===== src/rtl/memory_pkg.sv =====
// Shared definitions for the banked word memory: lane width, FSM states, lane parity.
package memory_pkg;

    localparam int unsigned LANE_W = 8;

    typedef enum logic [0:0] {
        ST_IDLE  = 1'b0,
        ST_CLEAR = 1'b1
    } state_t;

    // Even parity: the stored bit makes the 9-bit total an even number of ones.
    function automatic logic parity(input logic [LANE_W-1:0] value);
        return ^value;
    endfunction

endpackage


===== src/rtl/memory_lane.sv =====
// One byte lane: DEPTH x 8 (x 9 with MEMORY_MODULE_BANKED_PARITY_EN) array, registered read-first port.
module memory_lane
    import memory_pkg::*;
#(
    parameter int unsigned ADDR_W = 5
) (
    input  logic              clk,
    input  logic              rst_n,
    input  logic              we,
    input  logic              re,
    input  logic [ADDR_W-1:0] addr,
    input  logic [LANE_W-1:0] wdata,
    output logic [LANE_W-1:0] rdata,
    output logic              par_err
);

    localparam int unsigned DEPTH = 2**ADDR_W;

`ifdef MEMORY_MODULE_BANKED_PARITY_EN
    logic [LANE_W:0] mem [DEPTH];
    logic [LANE_W:0] rd_q;

    always_ff @(posedge clk) begin
        if (we) mem[addr] <= {parity(wdata), wdata};
    end

    always_ff @(posedge clk or negedge rst_n) begin
        if (!rst_n)  rd_q <= '0;
        else if (re) rd_q <= mem[addr];
    end

    assign rdata   = rd_q[LANE_W-1:0];
    assign par_err = ^rd_q;
`else
    logic [LANE_W-1:0] mem [DEPTH];
    logic [LANE_W-1:0] rd_q;

    always_ff @(posedge clk) begin
        if (we) mem[addr] <= wdata;
    end

    always_ff @(posedge clk or negedge rst_n) begin
        if (!rst_n)  rd_q <= '0;
        else if (re) rd_q <= mem[addr];
    end

    assign rdata   = rd_q;
    assign par_err = 1'b0;
`endif

endmodule


===== src/rtl/memory_module_banked.sv =====
// Banked byte-lane word memory with clear engine; optional lane parity via MEMORY_MODULE_BANKED_PARITY_EN.
module memory_module_banked
    import memory_pkg::*;
#(
    parameter int unsigned DATA_W       = 32,
    parameter int unsigned ADDR_W       = 5,
    parameter bit          CLR_ON_RESET = 1'b1
) (
    input  logic                     clock,
    input  logic                     reset,
    input  logic [DATA_W-1:0]        data,
    input  logic [ADDR_W-1:0]        address,
    input  logic [DATA_W/LANE_W-1:0] be,
    input  logic                     rE,
    input  logic                     wE,
    input  logic                     clr_req,
    output logic [DATA_W-1:0]        dataOut,
    output logic                     rvalid,
    output logic                     busy,
    output logic                     err
);

    localparam int unsigned LANES = DATA_W / LANE_W;

    state_t            state;
    logic [ADDR_W-1:0] clr_cnt;
    logic              rej_q;
    logic              clearing;
    logic              rd_en;
    logic [ADDR_W-1:0] mem_addr;
    logic [DATA_W-1:0] lane_wdata;
    logic [LANES-1:0]  lane_we;
    logic [LANES-1:0]  lane_perr;

    always_ff @(posedge clock or negedge reset) begin
        if (!reset) begin
            state   <= CLR_ON_RESET ? ST_CLEAR : ST_IDLE;
            clr_cnt <= '0;
            rvalid  <= 1'b0;
            rej_q   <= 1'b0;
        end else begin
            case (state)
                ST_IDLE: begin
                    rvalid <= rE;
                    rej_q  <= 1'b0;
                    if (clr_req) begin
                        state   <= ST_CLEAR;
                        clr_cnt <= '0;
                    end
                end
                ST_CLEAR: begin
                    rvalid  <= 1'b0;
                    rej_q   <= rE | wE;
                    clr_cnt <= clr_cnt + 1'b1;
                    if (clr_cnt == '1) state <= ST_IDLE;
                end
                default: state <= ST_IDLE;
            endcase
        end
    end

    // While clearing, the lanes are driven by the counter with all-lane zero writes.
    always_comb begin
        clearing   = (state == ST_CLEAR);
        rd_en      = !clearing && rE;
        mem_addr   = clearing ? clr_cnt : address;
        lane_wdata = clearing ? '0 : data;
        lane_we    = clearing ? '1 : (wE ? be : '0);
    end

    for (genvar i = 0; i < LANES; i++) begin : g_lane
        memory_lane #(.ADDR_W(ADDR_W)) u_lane (
            .clk    (clock),
            .rst_n  (reset),
            .we     (lane_we[i]),
            .re     (rd_en),
            .addr   (mem_addr),
            .wdata  (lane_wdata[i*LANE_W +: LANE_W]),
            .rdata  (dataOut[i*LANE_W +: LANE_W]),
            .par_err(lane_perr[i])
        );
    end

    assign busy = (state == ST_CLEAR);
    assign err  = rej_q | (rvalid & (|lane_perr));

endmodule


===== config.mk =====
export PLATFORM = sky130hd
export DESIGN_NAME = memory_module_banked
export DESIGN_NICKNAME = d
export VERILOG_FILES = /design/src/rtl/memory_pkg.sv /design/src/rtl/memory_lane.sv /design/src/rtl/memory_module_banked.sv
export SDC_FILE = /design/constraint.sdc
export NUM_CORES = 1
export LEC_CHECK = 0
export CORE_MARGIN = 2
export CORE_UTILIZATION = 30
export DETAILED_ROUTE_END_ITERATION = 6
export PLACE_DENSITY_LB_ADDON = 0.25
export SETUP_SLACK_MARGIN = 0.02
export SYNTH_ARGS = -nofsm -noshare
export SYNTH_HDL_FRONTEND = slang
export SYNTH_HIERARCHICAL = 1
export SYNTH_SLANG_ARGS = --single-unit

===== constraint.sdc =====
create_clock -name clock -period 3.8 [get_ports clock]
set_clock_uncertainty 0.2 [all_clocks]
set_input_delay 0.76 -clock clock [delete_from_list [all_inputs] [get_ports clock]]
set_output_delay 0.76 -clock clock [all_outputs]
set_load 0.005 [all_outputs]

==> qor.yml <==
status:
  status: "finished, final reports clean"
sta:
  tightest_slew_ns: 1.08
  hold_viol_final: 0
  finalMaxSlewViolations: 0
  rsz0062_at_grt: "false"
  tns_ns: 0
  relSlewSlack: 0.276
  fmax_ghz: 0.286
  fin_crit_sh: 0.920
  setup_viol_count_final: 0
  setup_ws_ns: 0.303
  fin_crit_ns: 3.50
yosys:
  synth_area_leader_cell: "edfxtp_1"
  yosysSeqAreaShare: 0.749
  syn_area_per_cell_sq_um: 18.2
  synth_ff_type: "edfxtp_1"
  synth_top_area_frac: 0.725
  synth_cells: 2328
  syn_nets: 2376
  ys_ff_latch: 1064
  synth_async_sr_flop_share: 0.0376
  synth_area_leaders: "edfxtp_1, mux2i_1, mux4_2, dfrtp_1, mux4_1"
  synth_cell_types: 54
  ys_warn_count: 6
  synth_edf_count: 1024
  syn_area_sq_mm: 0.0424
clocking:
  ctsResizeCount: 0
  cts_buffers: 112
  holdBufCountCts: 0
  clkSlewWorstSetupHoldPaths_ns: 0.07
  cts_setup_buffers: 0
  insertion_delay_ns: 0.71
  cts_buffer_depth: 3
  cts_tree: "done"
  cts_max_level: 3
  root_buffer: "clkbuf_16"
  cts_sinks: 1064
drt:
  postRouteAntennaNets: 0
  routed_wl_mm: 108
  vias_per_cell: 4.89
  via_count: 22800
  met3WireLength_mm: 5.74
  highest_layer: "met4"
  drt-met1-wl_mm: 50.0
  drcViolationCount: 0
  met2_wirelength_mm: 49.7
  first_pass_iters: 5
  drt_iter0_drc: 2072
  wl_per_cell_microns: 23.1
finish:
  num-nets-final: 2748
  final_common_cell: "edfxtp_1"
  syn_to_final_growth_pct: 20.1
  drive_gt1_frac: 0.216
  final_cell_mix: "edfxtp_1, buf_4, mux2i_1, nor2_1, clkbuf_16"
place:
  hpwlAfterDp_mm: 71.8
  gp_congestion: 0.860
  place_ws_ns: -0.0372
  io_buffers: 80
worst_setup_path:
  setup.worst_path.start_class: "flop"
  cp.arrival_ns: 3.83
  worst_ep_required_time_ns: 4.13
  worstPathMaxFanout: 39
  r2r_cells: 7
  crit_type: "flop to flop"
  end_kind: "flop"
pwr:
  power_density_mw_per_mm2: 781
  leakage_nw: 17.4
  worst_ir_drop_vdd_uv: 398
  power.total_mw: 39.8
grt:
  grt_max_degree: 59
  grt_pass1_wl_mm: 160
  grt-ovfl-total: 0
  grt_pass1_vias: 23600
  antenna_found_initial: 2
  grtUsageTotal: 0.147
floorplanning:
  pin_count: 81
  start_util: 0.303
  die_area_sq_mm: 0.144
  core-area_sq_mm: 0.140
  rows: 137
  die_w_microns: 380
  die_h_microns: 380
worst_hold_path:
  hp-class: "input port to async pin"
job:
  cap_viol_max_count: 0
-- path summary, 6_finish.rpt --
kind / slack [ns] / start / endpoint
worst max-delay path: 0.30 / busy$_DFF_PN1_ / g_lane[2].u_lane/rdata[4]$_DFFE_PN0P_
worst min-delay path: 0.03 / reset / rvalid$_DFF_PN0_
worst max register to register: 0.30 / busy$_DFF_PN1_ / g_lane[2].u_lane/rdata[4]$_DFFE_PN0P_
worst min register to register: 0.36 / g_lane[1].u_lane/rdata[3]$_DFFE_PN0P_ / g_lane[1].u_lane/rdata[3]$_DFFE_PN0P_
max in group asynchronous: 2.46 / reset / g_lane[2].u_lane/rdata[4]$_DFFE_PN0P_
min in group clock: 0.36 / g_lane[1].u_lane/rdata[3]$_DFFE_PN0P_ / g_lane[1].u_lane/rdata[3]$_DFFE_PN0P_
-- where the power goes --
| group | leakage, nW | internal, mW | switching (mW) |
|---|---|---|---|
| Clock | 1.79 | 6.47 | 4.48 |
| Combinational | 5.63 | 5.50 | 7.81 |
| Sequential | 10.0 | 14.9 | 0.605 |
-- Yosys cell counts (5+ instances only) --
cell type,number
dfrtp_1,39
clkbuf_1,24
a22o_1,20
nand2_1,39
nand4b_1,12
nand3b_1,8
a21o_1,5
mux4_1,28
edfxtp_1,1024
o21ai_0,31
nand2b_1,29
nand4_1,8
or3b_2,8
o2111ai_1,8
o22a_1,8
mux4_2,84
a31oi_1,24
nor2_1,181
nand3_1,37
buf_6,42
buf_2,31
nor2b_1,49
a22oi_1,8
mux2_2,9
nor4_1,32
o22ai_1,84
nor3_1,32
a21oi_1,37
inv_1,12
mux2i_1,273
buf_4,25
o32a_1,8
a2111oi_0,8
-- critical path, cell delays in order, from the launching register on --
cell     delay, ns
dfstp_4       0.77
mux2_8        0.58
buf_12        0.23
and3b_1       0.22
nand2_1       0.26
o22ai_1       0.19
nor4_1        0.66
a31oi_1       0.18
-- layout make-up --
class / count / area [sq um]
clock inverter: 69 / 753
tap: 1876 / 2350
timing repair buffer: 380 / 3270
inverter: 12 / 45.0
antenna: 1 / 2.50
clock buffer: 136 / 2920
sequential: 1064 / 31800
fill: 13100 / 88900
multi-input combinational: 1130 / 9830
-- cell families (layout without fill, tap and decap cells) --
logic type      after synthesis  in the layout  synth area share
xor+xnor                      2              2          0.000413
mux                         398            398             0.130
simple gates                461            461            0.0557
buf+inv                     134            597            0.0224
flops                      1064           1064             0.749
other cells                   4              5          0.000354
compound gates              263            263            0.0415
fa+ha+maj                     2              2          0.000590
-- routing by layer --
metal  global-route usage  up-vias
met5                    0        -
met3               0.0254      154
li1                     -    10200
met2                0.231      631
met4               0.0388        0
met1                0.211    11900
-- per-stage QoR --
step / hold slack [ns] / area, sq um / utilization / std cells
6_report: 0.0346 / 50900 / 0.364 / 4668
5_1_grt: 0.0471 / 50900 / 0.364 / 4667
4_1_cts: 0.0233 / 50900 / 0.364 / 4667
3_5_place_dp: 0.364 / 47300 / 0.338 / 4462
3_3_place_gp: 0.361 / 47300 / 0.338 / 4462
2_1_floorplan: 0.264 / 42400 / - / 2328
-- flip-flops by register name (all words and copies together) (netlist names) --
register	flops
rvalid	1
g_lane.u_lane/mem	1024
rej_q	1
clr_cnt	5
g_lane.u_lane/rdata	32
busy	1
Note: power is estimated with default switching activity, not from simulation.
